### src/rtl/mem_access_ctrl_if.sv
// rtl/mem_access_ctrl_if.sv - CPU-side and RAM-side signal bundle for mem_access_ctrl
//
// Ports (signals):
//   req, we, size, sign_ext, addr, wdata   access request from the CPU datapath
//   rdata, done, misalign, busy            access result / status back to the CPU
//   ram_wea, ram_addra, ram_dina            single-port block RAM write/address/data
//   ram_douta                               RAM read data, one cycle after address
// Modports:
//   slave  - the access controller
//   master - the CPU datapath plus the RAM it drives
interface mem_access_ctrl_if #(
   parameter int ADDR_W = 10,
   parameter int DATA_W = 32
);
   logic              req;
   logic              we;
   logic [1:0]        size;
   logic              sign_ext;
   logic [31:0]       addr;
   logic [DATA_W-1:0] wdata;
   logic [DATA_W-1:0] rdata;
   logic              done;
   logic              misalign;
   logic              busy;
   logic              ram_wea;
   logic [ADDR_W-1:0] ram_addra;
   logic [DATA_W-1:0] ram_dina;
   logic [DATA_W-1:0] ram_douta;

   modport slave (
      input  req, we, size, sign_ext, addr, wdata, ram_douta,
      output rdata, done, misalign, busy, ram_wea, ram_addra, ram_dina
   );

   modport master (
      output req, we, size, sign_ext, addr, wdata, ram_douta,
      input  rdata, done, misalign, busy, ram_wea, ram_addra, ram_dina
   );
endinterface

### src/rtl/mem_access_ctrl.sv
// rtl/mem_access_ctrl.sv - byte/half/word access controller in front of a 1-cycle-latency block RAM
//
// Ports:
//   clk  - system clock, shared with the RAM
//   rst  - asynchronous active-high reset; all outputs forced to 0
//   bus  - mem_access_ctrl_if.slave:
//          req/we/size/sign_ext/addr/wdata in, rdata/done/misalign/busy out,
//          ram_wea/ram_addra/ram_dina out, ram_douta in
//
// Sub-word stores are done as read-modify-write. Loads are lane-extracted
// and sign/zero extended into a registered rdata.
module mem_access_ctrl #(
   parameter int ADDR_W = 10,
   parameter int DATA_W = 32
) (
   input  logic                clk,
   input  logic                rst,
   mem_access_ctrl_if.slave    bus
);

   typedef enum logic [2:0] {
      IDLE,
      RD_ISSUE,
      RD_WAIT,
      WR,
      DONE,
      ERR
   } state_t;

   state_t      state;

   // Request fields captured in IDLE; only what later states need is kept.
   logic        a_we;
   logic [1:0]  a_size;
   logic        a_sext;
   logic [1:0]  a_lane;
   logic [15:0] a_wdata;

   logic              misaligned;
   logic [7:0]        lane_b;
   logic [15:0]       lane_h;
   logic [DATA_W-1:0] load_val;
   logic [DATA_W-1:0] merge_val;

   // size 11 behaves as word, so size[1] alone marks a word access.
   assign misaligned = ((bus.size == 2'b01) && bus.addr[0]) ||
                       (bus.size[1] && (bus.addr[1:0] != 2'b00));

   // Lane extraction and extension of the word returned by the RAM.
   always_comb begin
      lane_b   = bus.ram_douta[{a_lane, 3'b000} +: 8];
      lane_h   = bus.ram_douta[{a_lane[1], 4'b0000} +: 16];
      load_val = bus.ram_douta;
      case (a_size)
         2'b00:   load_val = {{24{a_sext & lane_b[7]}}, lane_b};
         2'b01:   load_val = {{16{a_sext & lane_h[15]}}, lane_h};
         default: load_val = bus.ram_douta;
      endcase
   end

   // Merge the store data into the word just read back.
   always_comb begin
      merge_val = bus.ram_douta;
      if (a_size == 2'b00)
         merge_val[{a_lane, 3'b000} +: 8] = a_wdata[7:0];
      else if (a_size == 2'b01)
         merge_val[{a_lane[1], 4'b0000} +: 16] = a_wdata;
   end

   always_ff @(posedge clk or posedge rst) begin
      if (rst) begin
         state         <= IDLE;
         a_we          <= 1'b0;
         a_size        <= 2'b00;
         a_sext        <= 1'b0;
         a_lane        <= 2'b00;
         a_wdata       <= '0;
         bus.rdata     <= '0;
         bus.done      <= 1'b0;
         bus.misalign  <= 1'b0;
         bus.busy      <= 1'b0;
         bus.ram_wea   <= 1'b0;
         bus.ram_addra <= '0;
         bus.ram_dina  <= '0;
      end else begin
         // Pulse outputs default low; ram_addra/ram_dina/rdata hold.
         bus.done     <= 1'b0;
         bus.misalign <= 1'b0;
         bus.ram_wea  <= 1'b0;

         case (state)
            IDLE: begin
               if (bus.req) begin
                  a_we     <= bus.we;
                  a_size   <= bus.size;
                  a_sext   <= bus.sign_ext;
                  a_lane   <= bus.addr[1:0];
                  a_wdata  <= bus.wdata[15:0];
                  bus.busy <= 1'b1;
                  if (misaligned) begin
                     bus.done     <= 1'b1;
                     bus.misalign <= 1'b1;
                     state        <= ERR;
                  end else if (bus.we && bus.size[1]) begin
                     // Full-word store skips the read entirely.
                     bus.ram_addra <= bus.addr[ADDR_W+1:2];
                     bus.ram_dina  <= bus.wdata;
                     bus.ram_wea   <= 1'b1;
                     state         <= WR;
                  end else begin
                     bus.ram_addra <= bus.addr[ADDR_W+1:2];
                     state         <= RD_ISSUE;
                  end
               end
            end

            RD_ISSUE: begin
               // The RAM registers the address at the end of this cycle.
               state <= RD_WAIT;
            end

            RD_WAIT: begin
               if (a_we) begin
                  bus.ram_dina <= merge_val;
                  bus.ram_wea  <= 1'b1;
                  state        <= WR;
               end else begin
                  bus.rdata <= load_val;
                  bus.done  <= 1'b1;
                  state     <= DONE;
               end
            end

            WR: begin
               bus.done <= 1'b1;
               state    <= DONE;
            end

            DONE, ERR: begin
               bus.busy <= 1'b0;
               state    <= IDLE;
            end

            default: begin
               bus.busy <= 1'b0;
               state    <= IDLE;
            end
         endcase
      end
   end

endmodule

### src/flat_wrapper.sv
// flat-port wrapper written by rule: the top's interface ports become plain ports
module mem_access_ctrl_flat 
#(
   parameter int ADDR_W = 10,
   parameter int DATA_W = 32
)
  (clk, rst, bus_req, bus_we, bus_size, bus_sign_ext, bus_addr, bus_wdata, bus_ram_douta, bus_rdata, bus_done, bus_misalign, bus_busy, bus_ram_wea, bus_ram_addra, bus_ram_dina);
  mem_access_ctrl_if #(.ADDR_W(ADDR_W), .DATA_W(DATA_W)) bus_i ();
  input  logic clk;
  input  logic rst;
  input wire logic [$bits(bus_i.req)-1:0] bus_req;
  input wire logic [$bits(bus_i.we)-1:0] bus_we;
  input wire logic [$bits(bus_i.size)-1:0] bus_size;
  input wire logic [$bits(bus_i.sign_ext)-1:0] bus_sign_ext;
  input wire logic [$bits(bus_i.addr)-1:0] bus_addr;
  input wire logic [$bits(bus_i.wdata)-1:0] bus_wdata;
  input wire logic [$bits(bus_i.ram_douta)-1:0] bus_ram_douta;
  output wire logic [$bits(bus_i.rdata)-1:0] bus_rdata;
  output wire logic [$bits(bus_i.done)-1:0] bus_done;
  output wire logic [$bits(bus_i.misalign)-1:0] bus_misalign;
  output wire logic [$bits(bus_i.busy)-1:0] bus_busy;
  output wire logic [$bits(bus_i.ram_wea)-1:0] bus_ram_wea;
  output wire logic [$bits(bus_i.ram_addra)-1:0] bus_ram_addra;
  output wire logic [$bits(bus_i.ram_dina)-1:0] bus_ram_dina;
  assign bus_i.req = bus_req;
  assign bus_i.we = bus_we;
  assign bus_i.size = bus_size;
  assign bus_i.sign_ext = bus_sign_ext;
  assign bus_i.addr = bus_addr;
  assign bus_i.wdata = bus_wdata;
  assign bus_i.ram_douta = bus_ram_douta;
  assign bus_rdata = bus_i.rdata;
  assign bus_done = bus_i.done;
  assign bus_misalign = bus_i.misalign;
  assign bus_busy = bus_i.busy;
  assign bus_ram_wea = bus_i.ram_wea;
  assign bus_ram_addra = bus_i.ram_addra;
  assign bus_ram_dina = bus_i.ram_dina;
  mem_access_ctrl #(.ADDR_W(ADDR_W), .DATA_W(DATA_W)) u_core (.clk(clk), .rst(rst), .bus(bus_i));
endmodule
### config.mk
export PLATFORM = sky130hd
export DESIGN_NAME = mem_access_ctrl_flat
export DESIGN_NICKNAME = d
export VERILOG_FILES = /design/src/rtl/mem_access_ctrl_if.sv /design/src/rtl/mem_access_ctrl.sv /design/src/flat_wrapper.sv
export SDC_FILE = /design/constraint.sdc
export NUM_CORES = 1
export LEC_CHECK = 0
export BUFFER_PORTS_ARGS = -buffer_cell sky130_fd_sc_hd__buf_4
export CAP_MARGIN = 5
export CORE_ASPECT_RATIO = 2
export CORE_MARGIN = 3
export CORE_UTILIZATION = 35
export DETAILED_ROUTE_END_ITERATION = 10
export GPL_TIMING_DRIVEN = 0
export PLACE_DENSITY = 0.57
export SYNTH_ARGS = -nofsm -noshare
export SYNTH_HDL_FRONTEND = slang
export SYNTH_SLANG_ARGS = --single-unit
### constraint.sdc
create_clock -name clk -period 7.9 [get_ports clk]
set_input_delay 0.79 -clock clk [delete_from_list [all_inputs] [get_ports clk]]
set_output_delay 0.79 -clock clk [all_outputs]
set_load 0.01 [all_outputs]
==> metrics.md <==
| Metric | Value |
|---|---|
| Met1 Use GR | `25.40%` |
| Met2 Use GR | `44.99%` |
| Final Critical Period | `between 3000 and 4000 ps` |
| Vias per cell | `5.644` |
| Post-DRT Antenna Nets | `0` |
| Status | `finished clean` |
| Worst-path clk slew | `80 ps` |
| R2r endpoint | `u_core.bus.ram_dina[26]` |
| Peak Freq | `0.3157 GHz` |
| Total congestion overflow | `0` |
| Crit path kind | `reg2reg` |
| Die H | `roughly 180 um` |
| Pre-CTS setup slack | `4850 ps` |
| Worst vdd ir | `roughly 170 uV` |
| Vias | `5108` |
| Vias in the first global route | `5250` |
| Reg-to-reg slack, setup | `4730 ps` |
| Pin count of the biggest net entering global routing | `53` |
| Postcts setup bufs | `0` |
| CP Cell Sequence | `buf_6, clkinv_1, clkbuf_1, ha_1, nor4b_1, and3_1, buf_1, a221oi_1, o21ai_1` |
| Post-CTS Resized | `0` |
| TritonCTS buffer count | `9` |
| Pins over their slew limit | `0` |
| Post-cts hold buffer count | `0` |
| Slowest stage delay, CP | `540 ps` |
| Final worst-path setup slack | `4733 ps` |
| Gr busiest metal | `met2` |
| Post-route clock skew | `10.87 ps` |
| Worst Path Arrival | `3440 ps` |
| CP delay by family, top | `buffers and inverters` |
| Reg2Reg Depth | `9` |
| Min-Delay Path Class | `reg2reg` |
| Area grow syn2layout | `33.01%` |
| CP Capture Type | `register` |
| Worst Path Required | `about 8000 ps` |
| Setup_tns | `0 ps` |
| DIE WIDTH | `~95 um` |
| Worst setup endpoint | `u_core.bus.ram_dina[26]` |
| Leakage power figure | `3.283 nW` |
| Pwr dens | `about 410 nW/um^2` |
| Hold Fails Final Rpt | `0` |
| Worst path depth | `9` |
| Initial antenna violation count | `0` |
| Placer Congestion | `0.8979` |
| PortBufs | `160` |
| Register area share after synthesis | `47.00%` |
| Clk buf depth | `2` |
| Std cell rows | `64` |
| CP max FO | `12` |
| Hold wc startpoint | `u_core.bus.ram_dina[0]` |
| Crit share post-route | `40.09%` |
| Cell Area, Synth | `5484 sq um` |
| Setup violators final | `0` |
| Worst-margin pin slew | `977.1 ps` |
| Worst-Skew Late Latency | `350 ps` |
| Startpoint Class | `register` |
| Wire length per cell | `22.57 um` |
| Layout cells sized above 1 | `37.34%` |
| 1st-iter DRT viols | `around 260` |
| Setup crit start | `u_core.a_lane[1]` |
| DRT Pass-1 Iters | `5` |
| Core area | `approximately 15000 sq um` |
| FILL cells | `approximately 1500` |
| Slew margin rel. | `34.69%` |
| CTS root buffer | `clkbuf_16` |
| DP HPWL | `between 15000 and 20000 um` |
| Final cell count without fillers | `between 900 and 1000` |
| RR Startpoint | `u_core.a_lane[1]` |
| Nets | `810` |
| GR Util All Layers | `a little under a quarter` |
| Net Count, Synth | `638` |
| Post-Syn Instances | `530` |
| Max-Cap Viols | `0` |
| Clk sink count | `103` |
| FF+latch count, synth | `103` |
| Synth cell types | `46` |
| Final WL | `20420 um` |
| CP max stage cell | `clkbuf_1` |
| Initial core utilization | `a little over a third` |
| Global-route wire length before repair | `approximately 31000 um` |
| RSZ-0062 raised after global routing | `no` |
| Syn avg cell area | `10.35 sq um` |
| TritonCTS clock tree | `done` |
| YS warnings | `0` |
| I/O Pins | `between 150 and 200` |
| Worst Path Buf+Inv | `4` |
| Grt met3 use | `3.571%` |
| Residual DRC | `0` |
| N_diodes | `0` |
| H-tree levels | `3` |
| Die ar. | `17300 sq um` |
| Placed Cells | `about 890` |
==> cells by family (layout without fill, tap and decap cells) <==
| logic type | after synthesis | after routing | share of synthesized area [%] |
|---|---|---|---|
| flip-flops | 103 | 103 | 47.00 |
| AO/OA/AOI/OAI | 208 | 208 | 26.33 |
| adder cells (fa/ha/maj) | 5 | 5 | 1.141 |
| AND/OR/NAND/NOR | 124 | 124 | 10.52 |
| buffers and inverters | 48 | 225 | 4.814 |
| multiplexers | 42 | 42 | 10.20 |
==> routing by layer <==
metal  wire length, um  part of all wire (%)
met1              6954                    34
met2             11300                    55
met3              1343                   6.6
met4               825                   4.0
met5                 0                     0
==> worst min path at each step <==
stage               cells past startpoint                       to  slack [ps]
global placement                        2  u_core.bus.ram_dina[14]         480
finish                                  2   u_core.bus.ram_dina[0]         500
floorplan                               1       u_core.a_wdata[10]         500
CTS                                     2   u_core.bus.ram_dina[0]         500
global route                            1  u_core.bus.ram_addra[4]         530
detailed placement                      2  u_core.bus.ram_dina[13]         480
==> state kept, by name, summed over array words and instances, names as in the netlist, 2 cells and up <==
register	flops
u_core.state	3
u_core.a_size	2
u_core.bus.rdata	32
u_core.bus.ram_dina	32
u_core.a_lane	2
u_core.a_wdata	16
u_core.bus.ram_addra	10
==> layout by cell type (no fill, tap or decap), drive strengths merged, types with 2 or more instances in the layout <==
master	instances
nor3b	3
a21o	34
nand2	63
inv	6
nor3	2
o21ai	68
nor2b	2
a22o	15
clkbuf	26
a221oi	40
buf	187
a31o	2
a22oi	7
nand2b	6
a31oi	2
and3	2
dfrtp	103
mux2	35
clkinv	3
nor4b	2
a21oi	35
mux4	7
bufinv	2
ha	5
nor2	37
==> Yosys cell counts, drive strengths merged <==
library cell / number / area [sq um]
dfrtp: 103 / 2577
o21ai: 68 / 340.3
nand2: 63 / 239.0
a221oi: 40 / 350.3
nor2: 37 / 138.9
a21oi: 35 / 212.7
mux2: 35 / 401.6
a21o: 34 / 255.2
buf: 26 / 181.4
clkbuf: 16 / 60.06
a22o: 15 / 131.4
a22oi: 7 / 52.55
mux4: 7 / 157.7
nand2b: 6 / 37.54
ha: 5 / 62.56
inv: 5 / 18.76
nor3b: 3 / 32.53
a31o: 2 / 17.52
a31oi: 2 / 42.54
and3: 2 / 12.51
nor2b: 2 / 12.51
nor3: 2 / 21.27
nor4b: 2 / 23.77
a211oi: 1 / 7.510
a21boi: 1 / 7.510
and3b: 1 / 8.760
and4: 1 / 8.760
and4b: 1 / 10.01
clkinv: 1 / 3.750
nand4b: 1 / 8.760
o21a: 1 / 7.510
o21bai: 1 / 7.510
o32a: 1 / 11.26
or2: 1 / 6.260
or3b: 1 / 8.760
or4: 1 / 7.510
==> stage by stage <==
step	instance area (sq um)	power, mW	hold WS (ps)	utilization, %
after floorplan	5484	1.865	504.9	-
after global placement	6933	2.499	478.2	45.33
after detailed placement	6963	2.532	479.7	45.53
after CTS	7295	3.037	498.7	47.69
after global routing	7295	3.216	533.0	47.69
final	7295	3.018	496.6	47.69
==> cell type report <==
class | instances | area [sq um] | area share (%)
sequential | 103 | 2577 | 35.33
multi-input combinational | 379 | 2643 | 36.23
clock inverter | 6 | 92.59 | 1.269
buffer | 42 | 241.5 | 3.310
tap | 198 | 247.7 | 3.396
inverter | 6 | 25.02 | 0.3431
clock buffer | 10 | 239.0 | 3.276
timing repair buffer | 161 | 1229 | 16.84
==> report_power, final <==
group          internal, mW  switching, mW
combinational         0.701          0.813
sequential            0.787          0.216
clock                 0.289          0.212
total                  1.78           1.24
==> worst register-to-register path: stages, from the launching register on <==
cell,delay [ps]
dfrtp_1,410
buf_6,150
clkinv_1,140
clkbuf_1,540
ha_1,380
nor4b_1,460
and3_1,230
buf_1,360
a221oi_1,240
o21ai_1,180
No activity file was read; power rests on OpenSTA's default activity.
